**src/rtl/i2cm_ctrl.sv**
```systemverilog
`default_nettype none
// ============================================================================
//  Module   : i2cm_ctrl
//  Purpose  : I2C master bit/byte engine: START, STOP, 8-bit WRITE/READ + ack,
//             quarter-bit timing, clock stretching and arbitration detection.
//  Revision : 1.0  initial release
// ============================================================================
module i2cm_ctrl #(
  parameter int PRESC_W = 16
) (
  input  logic               clk,
  input  logic               rst,
  input  logic [PRESC_W-1:0] presc,
  input  logic               cmd_valid,
  output logic               cmd_ready,
  input  logic [1:0]         cmd,
  input  logic [7:0]         cmd_wdata,
  input  logic               cmd_nack,
  output logic               done,
  output logic [7:0]         rdata,
  output logic               rx_nack,
  output logic               arb_lost,
  output logic               busy,
  input  logic               i2c_scl_i,
  input  logic               i2c_sda_i,
  output logic               i2c_scl_o,
  output logic               i2c_sda_o,
  output logic               i2c_scl_oe,
  output logic               i2c_sda_oe
);

  typedef enum logic [1:0] {S_IDLE, S_START, S_STOP, S_XFER} state_t;

  state_t             state_q, state_d;
  logic [1:0]         qtr_q, qtr_d;
  logic [PRESC_W-1:0] cnt_q, cnt_d;
  logic               first_q, first_d;
  logic [3:0]         bit_q, bit_d;
  logic [7:0]         sh_q, sh_d;
  logic               rd_q, rd_d;
  logic               nack_q, nack_d;
  logic               ack_q, ack_d;
  logic               scl_oe_q, scl_oe_d;
  logic               sda_oe_q, sda_oe_d;
  logic               done_q, done_d;
  logic [7:0]         rdata_q, rdata_d;
  logic               rx_nack_q, rx_nack_d;
  logic               arb_q, arb_d;
  logic               busy_q, busy_d;

  logic stall, qend, sample, arb_hit;

  always_comb begin
    state_d   = state_q;
    qtr_d     = qtr_q;
    cnt_d     = cnt_q;
    first_d   = 1'b0;
    bit_d     = bit_q;
    sh_d      = sh_q;
    rd_d      = rd_q;
    nack_d    = nack_q;
    ack_d     = ack_q;
    scl_oe_d  = scl_oe_q;
    sda_oe_d  = sda_oe_q;
    done_d    = 1'b0;
    rdata_d   = rdata_q;
    rx_nack_d = rx_nack_q;
    arb_d     = arb_q;
    busy_d    = busy_q;

    // A slave holding SCL low while we release it freezes the quarter timer.
    stall   = !scl_oe_q && !i2c_scl_i;
    qend    = !stall && (cnt_q == '0);
    sample  = (qtr_q == 2'd3) && first_q;
    arb_hit = 1'b0;

    if (state_q != S_IDLE && !stall) begin
      if (cnt_q == '0) begin
        cnt_d   = presc;
        qtr_d   = qtr_q + 2'd1;
        first_d = 1'b1;
      end else begin
        cnt_d = cnt_q - PRESC_W'(1);
      end
    end

    case (state_q)
      S_IDLE: begin
        if (cmd_valid) begin
          cnt_d   = presc;
          qtr_d   = 2'd0;
          first_d = 1'b1;
          bit_d   = 4'd0;
          sh_d    = cmd_wdata;
          rd_d    = cmd[0];
          nack_d  = cmd_nack;
          case (cmd)
            2'b00: begin state_d = S_START; sda_oe_d = 1'b0; end
            2'b01: begin state_d = S_STOP;  sda_oe_d = 1'b1; end
            default: begin
              state_d  = S_XFER;
              scl_oe_d = 1'b1;
              sda_oe_d = cmd[0] ? 1'b0 : ~cmd_wdata[7];
            end
          endcase
        end
      end
      S_START: begin
        if (qend) begin
          case (qtr_q)
            2'd0: scl_oe_d = 1'b0;
            2'd1: sda_oe_d = 1'b1;
            2'd2: scl_oe_d = 1'b1;
            2'd3: begin
              state_d = S_IDLE;
              busy_d  = 1'b1;
              arb_d   = 1'b0;
              done_d  = 1'b1;
            end
          endcase
        end
      end
      S_STOP: begin
        if (qend) begin
          case (qtr_q)
            2'd0: scl_oe_d = 1'b0;
            2'd1: sda_oe_d = 1'b0;
            2'd2: ;
            2'd3: begin
              state_d  = S_IDLE;
              busy_d   = 1'b0;
              scl_oe_d = 1'b0;
              sda_oe_d = 1'b0;
              done_d   = 1'b1;
            end
          endcase
        end
      end
      S_XFER: begin
        if (sample) begin
          if (bit_q < 4'd8) sh_d = {sh_q[6:0], i2c_sda_i};
          else              ack_d = i2c_sda_i;
          arb_hit = !rd_q && (bit_q < 4'd8) && !sda_oe_q && !i2c_sda_i;
        end
        if (qend) begin
          case (qtr_q)
            2'd0: ;
            2'd1: scl_oe_d = 1'b0;
            2'd2: ;
            2'd3: begin
              if (bit_q == 4'd8) begin
                state_d  = S_IDLE;
                done_d   = 1'b1;
                scl_oe_d = 1'b1;
                sda_oe_d = 1'b0;
                if (rd_q) rdata_d   = sh_q;
                else      rx_nack_d = ack_d;
              end else begin
                bit_d    = bit_q + 4'd1;
                scl_oe_d = 1'b1;
                // sh_d[7] already holds the next data bit after this bit's shift.
                if (bit_q == 4'd7) sda_oe_d = rd_q ? ~nack_q : 1'b0;
                else               sda_oe_d = rd_q ? 1'b0 : ~sh_d[7];
              end
            end
          endcase
        end
        if (arb_hit) begin
          state_d  = S_IDLE;
          arb_d    = 1'b1;
          busy_d   = 1'b0;
          scl_oe_d = 1'b0;
          sda_oe_d = 1'b0;
          done_d   = 1'b1;
        end
      end
    endcase
  end

  always_ff @(posedge clk) begin
    if (rst) begin
      state_q   <= S_IDLE;
      qtr_q     <= 2'd0;
      cnt_q     <= '0;
      first_q   <= 1'b0;
      bit_q     <= 4'd0;
      sh_q      <= 8'h00;
      rd_q      <= 1'b0;
      nack_q    <= 1'b0;
      ack_q     <= 1'b0;
      scl_oe_q  <= 1'b0;
      sda_oe_q  <= 1'b0;
      done_q    <= 1'b0;
      rdata_q   <= 8'h00;
      rx_nack_q <= 1'b0;
      arb_q     <= 1'b0;
      busy_q    <= 1'b0;
    end else begin
      state_q   <= state_d;
      qtr_q     <= qtr_d;
      cnt_q     <= cnt_d;
      first_q   <= first_d;
      bit_q     <= bit_d;
      sh_q      <= sh_d;
      rd_q      <= rd_d;
      nack_q    <= nack_d;
      ack_q     <= ack_d;
      scl_oe_q  <= scl_oe_d;
      sda_oe_q  <= sda_oe_d;
      done_q    <= done_d;
      rdata_q   <= rdata_d;
      rx_nack_q <= rx_nack_d;
      arb_q     <= arb_d;
      busy_q    <= busy_d;
    end
  end

  assign cmd_ready  = (state_q == S_IDLE);
  assign done       = done_q;
  assign rdata      = rdata_q;
  assign rx_nack    = rx_nack_q;
  assign arb_lost   = arb_q;
  assign busy       = busy_q;
  assign i2c_scl_o  = 1'b0;
  assign i2c_sda_o  = 1'b0;
  assign i2c_scl_oe = scl_oe_q;
  assign i2c_sda_oe = sda_oe_q;

endmodule
`default_nettype wire

```
**config.mk**
```make
export PLATFORM = sky130hd
export DESIGN_NAME = i2cm_ctrl
export DESIGN_NICKNAME = d
export VERILOG_FILES = /design/src/rtl/i2cm_ctrl.sv
export SDC_FILE = /design/constraint.sdc
export NUM_CORES = 1
export LEC_CHECK = 0
export BUFFER_PORTS_ARGS = -buffer_cell sky130_fd_sc_hd__buf_2
export CORE_UTILIZATION = 25
export CTS_BUF_LIST = sky130_fd_sc_hd__clkbuf_4
export CTS_CLUSTER_SIZE = 14
export DETAILED_ROUTE_END_ITERATION = 8
export HOLD_SLACK_MARGIN = 0.12
export PLACE_DENSITY = 0.48
export SETUP_SLACK_MARGIN = 0.4
export SLEW_MARGIN = 25
export SYNTH_ARGS = -nofsm -noshare
export SYNTH_HDL_FRONTEND = slang
export SYNTH_SLANG_ARGS = --single-unit
```
**constraint.sdc**
```tcl
create_clock -name clk -period 2.2 [get_ports clk]
set_input_delay 0.33 -clock clk [delete_from_list [all_inputs] [get_ports clk]]
set_output_delay 0.33 -clock clk [all_outputs]
set_load 0.005 [all_outputs]
```
==> results.ini <==
[floorplanning]
die-area_mm2=0.0120
chipWidth_um=109
die_y_um=109
fp-row-count=38
start_util=0.261
io_pins=49
core_area_mm2=0.0110

[synth]
yosys.area_share.simple=0.219
syn_area_per_cell_um2=8.28
synth_top_area_cell=dfxtp_1
yosysSeqAreaShare=0.347
yosys_warnings=0
synth.distinct_cells=56
synth_top_family_by_area=compound AO/OA/AOI/OAI gates
netlist_area_mm2=0.00288
synthArstFlopShare=0
synth_top_cell_area_share=0.347
muxShareOfSynthArea=0.0664
synthCells=348
ys.flop_type=dfxtp_1
synthAdderAreaFrac=0.0521
synth.most_common_cell=dfxtp_1
ys_top_cells_by_count=dfxtp_1 (50), nor2_1 (43), inv_1 (19), nand2_1 (19)
synth_edf_count=0
synth_top_cells_by_area=dfxtp_1 (35%), mux2i_1 (6.3%), nor2_1 (5.6%)
synth_compound_area_frac=0.227
ys_ff_latch=50
synthXorXnorAreaFrac=0.0334

[timing]
setup_ws_ps=168
slew_violations=0
worstMarginPinSlew_ps=844
rsz0062_at_grt=yes
max_slew_margin=0.431
report.final.hold_viol_count=0
period_share=0.924
min_period_ps=2030
tns_ps=0
max_freq_ghz=0.492
fin_skew_ps=16.4
setup_violations=0

[placement]
dp_hpwl_mm=6.36
dpl_cell_area_mm2=0.00348
place.gp.congestion=0.839
io_buffer_count=46
placed_cells=545
pre_cts_ws_ps=89.1

[clock_tree]
cts_tree=built
cts_buffer_depth=2
cts_hold_buf=0
cts-htree-levels=2
cts_num_sinks=50
path_clk_slew_ps=180
cts_root_buf=clkbuf_4
numCtsBuffers=5
clock_latency_ps=410

[drt]
routedWlPerCell_um=16.0
routed-via-count=2975
ant_nets=0
vias_per_cell=5.10
drt-pass1-iter-count=4
wirelength_mm=9.33
drc_errors=0
drtIter0Drc=139

[critical_path]
cp.required_ps=2520
reg2reg_depth=7
cpLargestDelayFamily=simple AND/OR/NAND/NOR gates
rrSetupSlack_ps=170
arrival_ps=2350
critPathKind=register to register
max_stage_delay_ps=590
path_max_fanout=4
startpoint_type=register
critPathBufInv=2
cp-end-kind=register
r2r_start=cnt_q[0]
crit_path_start=cnt_q[0]
r2r-end=rx_nack
endpoint=rx_nack
worst-path-stages=7
cp_cell_sequence=inv_4, ha_4, nand2b_4, buf_4, or4_4, o41ai_1, a21oi_2
cpMaxStageDelayCell=or4_4

[global_routing]
antenna_found_initial=0
grt_max_degree=22
grt_pass1_wl_mm=14.7
overflow=0
first_global_vias=2815
grt.total_usage=0.161

[job]
drv_cap=0

[final_layout]
nFillCells=1144
syn_to_final_growth_pct=44.1
postLayoutCellArea_mm2=0.00416
stdcell_count=583
drive_gt1_frac=0.429
antenna_cells=0
fin_nets=486

[hold_path]
hp-class=input port to register
hold_start=cmd_nack

[power_and_ir_drop]
powerDensity_mw_per_mm2=1320
peakVddDrop_v=0.000478
leakage_nw=1.61

[run_status]
status=complete, no violations

[how the worst min path moves through the flow]
stage | cells after the start | slack [ps] | endpoint
final | 3 | 140 | nack_q
after global routing | 2 | 140 | cnt_q[8]
after CTS | 3 | 130 | nack_q
after detailed placement | 2 | 460 | nack_q
after global placement | 2 | 450 | nack_q
after floorplan | 1 | 410 | first_q
[worst reg2reg max path: cells and delay by family (launching register included)]
family / cells / cell delay (ps)
buffers and inverters: 2 / 210
adders and majority gates: 1 / 150
AOI/OAI and AO/OA: 2 / 540
and+or+nand+nor: 2 / 660
DFF: 1 / 390
[layout by cell type (no fill, tap or decap), drive strengths merged, types with 2 or more instances in the layout]
master and n:
xnor2 6, a21boi 3, nand3 14, clkbuf 5, nand3b 3, mux2i 18
nor4 9, nand4 3, o31ai 7, nor3b 3, o21ai 16, nor2b 5
inv 21, o41ai 2, nor2 43, or3 4, o221ai 4, a21oi 12
a41o 2, xor2 5, nor3 9, a31oi 7, o32ai 3, buf 105
or4 5, a221oi 3, nand2b 3, conb 2, nand2 19, o211ai 4
ha 12, a211oi 18, dfxtp 50
[timing repair]
action,4_1_cts,5_1_grt
buffers inserted,19,9
endpoints found under the setup margin,45,45
pin swaps,33,14
gates resized for setup,62,33
cloned,2,0
[stage by stage]
stage | hold slack [ps] | util | power (mW)
floorplan | 414 | - | 3.05
global placement | 453 | 0.315 | 3.93
detailed placement | 460 | 0.315 | 3.94
CTS | 126 | 0.359 | 5.09
global route | 141 | 0.377 | 5.85
finish | 143 | 0.377 | 5.48
[report_power, final]
group	switching [mW]	total, mW	leakage (nW)	internal (mW)
logic	1.93	3.55	1.16	1.62
clock network	0.359	0.498	0.0377	0.140
registers	0.254	1.43	0.415	1.17
[layout make-up]
class | count | area [um2] | area share
clock inverters | 3 | 28.8 | 0.00693
multi-input cells | 261 | 2100 | 0.506
inverters | 19 | 73.8 | 0.0178
well taps | 140 | 175 | 0.0422
repair buffers | 105 | 716 | 0.172
flip-flops and latches | 50 | 1020 | 0.246
clock buffers | 5 | 37.5 | 0.00903
[cells by family after synthesis]
| family | Yosys count |
|---|---|
| buf+inv | 39 |
| mux | 19 |
| compound gates | 93 |
| flops | 50 |
| simple gates | 123 |
| other cells | 1 |
| fa+ha+maj | 12 |
| xor+xnor | 11 |
[layer usage]
layer | track usage | vias up | wire length (um)
li1 | - | 1467 | -
met4 | 0.0457 | 0 | 155
met1 | 0.217 | 1422 | 4430
met2 | 0.262 | 76 | 4290
met3 | 0.0279 | 10 | 463
met5 | 0 | - | 0
[state kept, by name (all words and copies together), names as in the netlist]
register    flops
rx_nack         1
ack_q           1
rdata           8
i2c_scl_oe      1
nack_q          1
done            1
i2c_sda_oe      1
rd_q            1
first_q         1
state_q         2
arb_lost        1
sh_q            8
busy            1
bit_q           4
cnt_q          16
qtr_q           2
Note: power is estimated with default switching activity, not from simulation.
